**src/rtl/drink_vend_if.sv**
```systemverilog
// Coin-acceptor / dispenser signal bundle for the drink vending controller.
// The master drives the coin, cancel and restock requests; the slave (the controller) drives the vend/change status back.
interface drink_vend_if #(
    parameter int CREDIT_W = 4
);
    logic                half_i;
    logic                one_i;
    logic                cancel_i;
    logic                restock_i;
    logic                out_o;
    logic [1:0]          cout_o;
    logic                coin_rej_o;
    logic                sold_out_o;
    logic [CREDIT_W-1:0] credit_o;

    modport master (
        output half_i, one_i, cancel_i, restock_i,
        input  out_o, cout_o, coin_rej_o, sold_out_o, credit_o
    );

    modport slave (
        input  half_i, one_i, cancel_i, restock_i,
        output out_o, cout_o, coin_rej_o, sold_out_o, credit_o
    );
endinterface

```
**src/rtl/drink_vend_fsm.sv**
```systemverilog
// Parametrised drink vending controller: credit accumulation, vend strobe,
// serial change return, cancel/refund and stock tracking with restock.
//
// state     | meaning
// S_IDLE    | no credit held, waiting for first coin or restock
// S_COLLECT | partial credit held, waiting for more coins or cancel
// S_VEND    | vend strobe cycle, stock decremented on exit
// S_CHANGE  | returning change, one coin per cycle
module drink_vend_fsm #(
    parameter int PRICE      = 5,
    parameter int CREDIT_W   = 4,
    parameter int STOCK_W    = 4,
    parameter int STOCK_INIT = 8
) (
    input  logic          clk,
    input  logic          rst,
    drink_vend_if.slave   bus
);
    typedef enum logic [1:0] {S_IDLE, S_COLLECT, S_VEND, S_CHANGE} state_t;

    state_t              state_q, state_d;
    logic [CREDIT_W-1:0] credit_q, credit_d;
    logic [CREDIT_W-1:0] change_q, change_d;
    logic [STOCK_W-1:0]  stock_q, stock_d;
    logic                out_q, out_d;
    logic [1:0]          cout_q, cout_d;
    logic                sold_out_q, sold_out_d;

    logic [CREDIT_W-1:0] coin_v;
    logic [CREDIT_W-1:0] credit_n;
    logic                busy;
    logic                coin_ok;

    // Largest coin that fits in the remaining change (10 = one, 01 = half).
    function automatic logic [1:0] coin_of(input logic [CREDIT_W-1:0] c);
        if (c >= CREDIT_W'(2))      return 2'b10;
        else if (c == CREDIT_W'(1)) return 2'b01;
        else                        return 2'b00;
    endfunction

    assign coin_v   = {{(CREDIT_W-2){1'b0}}, bus.one_i, bus.half_i};
    assign credit_n = credit_q + coin_v;
    assign busy     = (state_q == S_VEND) || (state_q == S_CHANGE);
    assign coin_ok  = (coin_v != '0) && !busy && !sold_out_q;

    always_ff @(posedge clk or posedge rst) begin
        if (rst) begin
            state_q    <= S_IDLE;
            credit_q   <= '0;
            change_q   <= '0;
            stock_q    <= STOCK_W'(STOCK_INIT);
            out_q      <= 1'b0;
            cout_q     <= 2'b00;
            sold_out_q <= (STOCK_INIT == 0);
        end else begin
            state_q    <= state_d;
            credit_q   <= credit_d;
            change_q   <= change_d;
            stock_q    <= stock_d;
            out_q      <= out_d;
            cout_q     <= cout_d;
            sold_out_q <= sold_out_d;
        end
    end

    always_comb begin
        state_d  = state_q;
        credit_d = credit_q;
        change_d = change_q;
        stock_d  = stock_q;

        case (state_q)
            S_IDLE, S_COLLECT: begin
                // A coin completing the price wins over a same-cycle cancel.
                if (coin_ok) begin
                    if (credit_n >= CREDIT_W'(PRICE)) begin
                        credit_d = '0;
                        change_d = credit_n - CREDIT_W'(PRICE);
                        state_d  = S_VEND;
                    end else if (bus.cancel_i && credit_q != '0) begin
                        credit_d = '0;
                        change_d = credit_n;
                        state_d  = S_CHANGE;
                    end else begin
                        credit_d = credit_n;
                        state_d  = S_COLLECT;
                    end
                end else if (bus.cancel_i && credit_q != '0) begin
                    credit_d = '0;
                    change_d = credit_q;
                    state_d  = S_CHANGE;
                end
                if (state_q == S_IDLE && bus.restock_i) begin
                    stock_d = STOCK_W'(STOCK_INIT);
                end
            end
            S_VEND: begin
                stock_d = stock_q - STOCK_W'(1);
                state_d = (change_q != '0) ? S_CHANGE : S_IDLE;
            end
            S_CHANGE: begin
                change_d = change_q - {{(CREDIT_W-2){1'b0}}, coin_of(change_q)};
                state_d  = (change_d == '0) ? S_IDLE : S_CHANGE;
            end
            default: state_d = S_IDLE;
        endcase

        // Registered outputs are derived from the next state so they line up with it.
        out_d      = (state_d == S_VEND);
        cout_d     = (state_d == S_CHANGE) ? coin_of(change_d) : 2'b00;
        sold_out_d = (stock_d == '0);
    end

    assign bus.out_o      = out_q;
    assign bus.cout_o     = cout_q;
    assign bus.sold_out_o = sold_out_q;
    assign bus.credit_o   = credit_q;
    assign bus.coin_rej_o = (coin_v != '0) && (busy || sold_out_q);
endmodule

```
**src/flat_wrapper.sv**
```systemverilog
// flat-port wrapper written by rule: the top's interface ports become plain ports
module drink_vend_fsm_flat 
#(
    parameter int PRICE      = 5,
    parameter int CREDIT_W   = 4,
    parameter int STOCK_W    = 4,
    parameter int STOCK_INIT = 8
)
  (clk, rst, bus_half_i, bus_one_i, bus_cancel_i, bus_restock_i, bus_out_o, bus_cout_o, bus_coin_rej_o, bus_sold_out_o, bus_credit_o);
  drink_vend_if #(.CREDIT_W(CREDIT_W)) bus_i ();
  input  logic clk;
  input  logic rst;
  input wire logic [$bits(bus_i.half_i)-1:0] bus_half_i;
  input wire logic [$bits(bus_i.one_i)-1:0] bus_one_i;
  input wire logic [$bits(bus_i.cancel_i)-1:0] bus_cancel_i;
  input wire logic [$bits(bus_i.restock_i)-1:0] bus_restock_i;
  output wire logic [$bits(bus_i.out_o)-1:0] bus_out_o;
  output wire logic [$bits(bus_i.cout_o)-1:0] bus_cout_o;
  output wire logic [$bits(bus_i.coin_rej_o)-1:0] bus_coin_rej_o;
  output wire logic [$bits(bus_i.sold_out_o)-1:0] bus_sold_out_o;
  output wire logic [$bits(bus_i.credit_o)-1:0] bus_credit_o;
  assign bus_i.half_i = bus_half_i;
  assign bus_i.one_i = bus_one_i;
  assign bus_i.cancel_i = bus_cancel_i;
  assign bus_i.restock_i = bus_restock_i;
  assign bus_out_o = bus_i.out_o;
  assign bus_cout_o = bus_i.cout_o;
  assign bus_coin_rej_o = bus_i.coin_rej_o;
  assign bus_sold_out_o = bus_i.sold_out_o;
  assign bus_credit_o = bus_i.credit_o;
  drink_vend_fsm #(.PRICE(PRICE), .CREDIT_W(CREDIT_W), .STOCK_W(STOCK_W), .STOCK_INIT(STOCK_INIT)) u_core (.clk(clk), .rst(rst), .bus(bus_i));
endmodule
```
**config.mk**
```make
export PLATFORM = sky130hd
export DESIGN_NAME = drink_vend_fsm_flat
export DESIGN_NICKNAME = d
export VERILOG_FILES = /design/src/rtl/drink_vend_if.sv /design/src/rtl/drink_vend_fsm.sv /design/src/flat_wrapper.sv
export SDC_FILE = /design/constraint.sdc
export NUM_CORES = 1
export LEC_CHECK = 0
export CORE_MARGIN = 2
export CORE_UTILIZATION = 35
export CTS_CLUSTER_SIZE = 25
export DETAILED_ROUTE_END_ITERATION = 16
export GPL_ROUTABILITY_DRIVEN = 0
export HOLD_SLACK_MARGIN = 0.02
export REMOVE_ABC_BUFFERS = 1
export SLEW_MARGIN = 20
export SYNTH_ARGS = -nofsm -noshare
export SYNTH_HDL_FRONTEND = slang
export SYNTH_SLANG_ARGS = --single-unit
```
**constraint.sdc**
```tcl
create_clock -name clk -period 3.91 [get_ports clk]
set_input_delay 1.173 -clock clk [delete_from_list [all_inputs] [get_ports clk]]
set_output_delay 1.173 -clock clk [all_outputs]
set_load 0.05 [all_outputs]
```
==> qor.csv <==
stage,metric,value,unit
outcome,status,finished clean,
min_path,hold_class,reg -> reg,
finish,nets,201,
yosys,ys_warn_count,0,
drt,drt_pass1_iterations,6,
sta,finalHoldViolCount,0,
yosys,synth_top_family_by_area,compound AO/OA/AOI/OAI gates,
critical_path,cp.arrival,3.75,ns
drt,antenna_left,0,
grt,grt_first_pass_wirelength,5.789,mm
die,coreArea,4000,µm²
clock_tree,cts_root_buffer,clkbuf_8,
placement,place_hpwl,2.646,mm
die,die_width,68.29,µm
drt,routed_wl,3.495,mm
die,io_pins,15,
yosys,ys_top_cells_by_area,"dfrtp_1 (29%), ha_1 (6.1%), nor2_1 (4.4%)",
grt,grt_overflow,0,
critical_path,cp_cell_sequence,clkdlybuf4s50_1 > fa_1 > inv_2 > ha_2 > or2b_1 > nand2_2 > nand2_1 > a211o_1 > nor4_4 > o2111a_1,
drt,drt_iter0_drc,35,
grt,antenna_found_initial,0,
yosys,synth-async-reset-ratio,100.0,%
sta,fin_crit_sh,91.00,%
sta,slew_headroom,53.06,%
power_and_ir_drop,p_leak,0.8030,nW
drt,dr_total_vias,1291,
critical_path,crit_fanout,5,
clock_tree,numCtsBuffers,3,
sta,period_minus_slack,3.558,ns
critical_path,required,4.10,ns
finish,final_core_util,44.92,%
critical_path,criticalPathCategory,in -> reg,
drt,viasPerCell,5.494,
power_and_ir_drop,peakVddDrop,430.2,µV
critical_path,cp-start-kind,primary input,
grt,grt_max_degree,23,
flow_run,max-cap-violations,0,
die,row_count,23,
sta,setup_viol,0,
die,start_util,36.16,%
yosys,ys_seq_area_share,31.23,%
placement,postPlaceCellArea,1717,µm²
yosys,syn_area,1446,µm²
die,die_y,68.29,µm
critical_path,endpoint_kind,register,
die,dieArea,4663,µm²
yosys,synth_common_cells,"dfrtp_1 (17), nor2_1 (17), nand2_1 (14)",
clock_tree,clk_pin_slew,0.07,ns
yosys,synth_simple_gate_area_share,22.84,%
critical_path,critPathTopFamily,simple AND/OR/NAND/NOR gates,
finish,seq_area,451.7,µm²
sta,slew_violations,0,
yosys,synth_top_cell_area_share,29.41,%
finish,syn2layout_area_growth,24.22,%
sta,finalClockSkew,0.005634,ns
finish,diodes,0,
grt,track_usage,16.59,%
drt,wire_per_inst,14.87,µm
finish,drive_gt1_share,19.46,%
sta,fmax,281.1,MHz
yosys,yosys.area_share.xor_xnor,4.239,%
sta,rsz0062_at_grt,false,
placement,port_buffers,14,
yosys,syn_avg_cell_area,9.272,µm²
sta,worst_slew_pin_slew,0.6988,ns
critical_path,max_stage_delay,0.50,ns
sta,tns,0,ns
clock_tree,cts.path.max_buffers,2,
clock_tree,clock_sinks,18,
clock_tree,insertion_delay,0.25,ns
power_and_ir_drop,p_per_area,892.4,nW/µm²
grt,grt_pass1_vias,1227,
yosys,synth_ff_type,dfrtp_1,
yosys,synth.distinct_cells,57,
clock_tree,cts_tree,done,
yosys,synthMuxAreaShare,2.509,%
finish,multiInputGateArea,923.4,µm²
yosys,syn_inst,156,
yosys,synth-edff-count,0,
clock_tree,htree_levels,1,
critical_path,cpMaxStageDelayCell,clkdlybuf4s50_1,
finish,finish.instance_area,1797,µm²
yosys,yosys.area.top_type,dfrtp_1,
yosys,synth-compound-area-share,24.22,%
drt,remaining_drc_errors,0,
yosys,synth_adder_area_share,8.824,%
yosys,ys_seq_elements,18,
clock_tree,ctsHoldBuffers,0,
finish,fill_cells,367,
critical_path,crit_buf_inv,2,
worst paths after layout:
path,start,end,slack (ns),depth (start not counted)
max,bus_one_i,u_core.bus.cout_o[0]$_DFF_PP0_,0.35,10
min,u_core.stock_q[3]$_DFF_PP1_,u_core.stock_q[3]$_DFF_PP1_,0.56,2
max reg2reg,u_core.bus.credit_o[0]$_DFFE_PP0P_,u_core.bus.cout_o[0]$_DFF_PP0_,0.97,10
min reg2reg,u_core.stock_q[3]$_DFF_PP1_,u_core.stock_q[3]$_DFF_PP1_,0.56,2
max in group asynchronous,rst,u_core.change_q[2]$_DFF_PP0_,2.14,2
min in group asynchronous,rst,u_core.state_q[0]$_DFF_PP0_,1.33,2
worst reg2reg max path: cells and delay by family, from the launching register on:
kind	cells	cell delay [ns]
buf+inv	1	0.06
compound gates	2	0.57
fa+ha+maj	3	0.99
flops	1	0.52
simple gates	4	0.75
timing repair:
item                       CTS  global route
setup endpoints to repair    0             3
setup buffers                0             2
resized for setup            0             6
state kept, by name, indices dropped and copies added, names as in the netlist:
| register | cells |
|---|---|
| u_core.bus.sold_out_o | 1 |
| u_core.bus.cout_o | 2 |
| u_core.bus.credit_o | 4 |
| u_core.change_q | 4 |
| u_core.stock_q | 4 |
| u_core.bus.out_o | 1 |
| u_core.state_q | 2 |
power breakdown:
group / internal [mW] / switching, mW / total [mW]
clock: 0.0722 / 0.0588 / 0.131
sequential: 0.261 / 0.106 / 0.368
combinational: 0.519 / 0.586 / 1.10
total: 0.853 / 0.751 / 1.60
cell families after synthesis:
group                    Yosys count
adder cells (fa/ha/maj)            9
AO/OA/AOI/OAI                     42
XOR/XNOR                           7
buffers and inverters             16
multiplexers                       3
flip-flops                        18
AND/OR/NAND/NOR                   61
cell usage in the layout (no fill, tap or decap), types with 2 or more instances in the layout:
| cell | n |
|---|---|
| nor2_1 | 17 |
| dfrtp_1 | 17 |
| buf_4 | 16 |
| nand2_1 | 13 |
| clkdlybuf4s50_1 | 12 |
| inv_1 | 10 |
| o21ai_0 | 8 |
| nor3_1 | 6 |
| ha_1 | 5 |
| nor2b_1 | 4 |
| xnor2_1 | 4 |
| xor2_1 | 3 |
| nand4b_1 | 3 |
| a31oi_1 | 3 |
| o31ai_1 | 3 |
| o211ai_1 | 3 |
| a21oi_1 | 3 |
| clkbuf_8 | 3 |
| a21o_1 | 2 |
| a32o_1 | 2 |
| a22oi_1 | 2 |
| o2111a_1 | 2 |
| nor3b_1 | 2 |
| o21a_1 | 2 |
| fa_1 | 2 |
cell type report:
cell class,instances,area share (%)
well taps,50,3.482
repair buffers,30,15.18
clock buffers,4,2.507
multi-input cells,122,51.39
inverters,11,2.298
flip-flops and latches,18,25.14
layer usage:
metal	share of wire, %	track usage, %
met2	51	28.76
met1	46	21.20
met4	0.57	5.000
met5	0	0
met3	2.6	2.467
stage by stage:
stage	cells	power (mW)	setup slack [ns]	hold slack, ns
2_1_floorplan	151	1.074	0.4412	0.5068
3_5_place_dp	229	1.422	-0.1393	0.5563
6_report	235	1.603	0.3520	0.5643
5_1_grt	235	1.744	0.2274	0.6000
4_1_cts	233	1.565	0.08937	0.5649
3_3_place_gp	229	1.405	-0.05090	0.5255
Power figures use the tool's default switching activity.
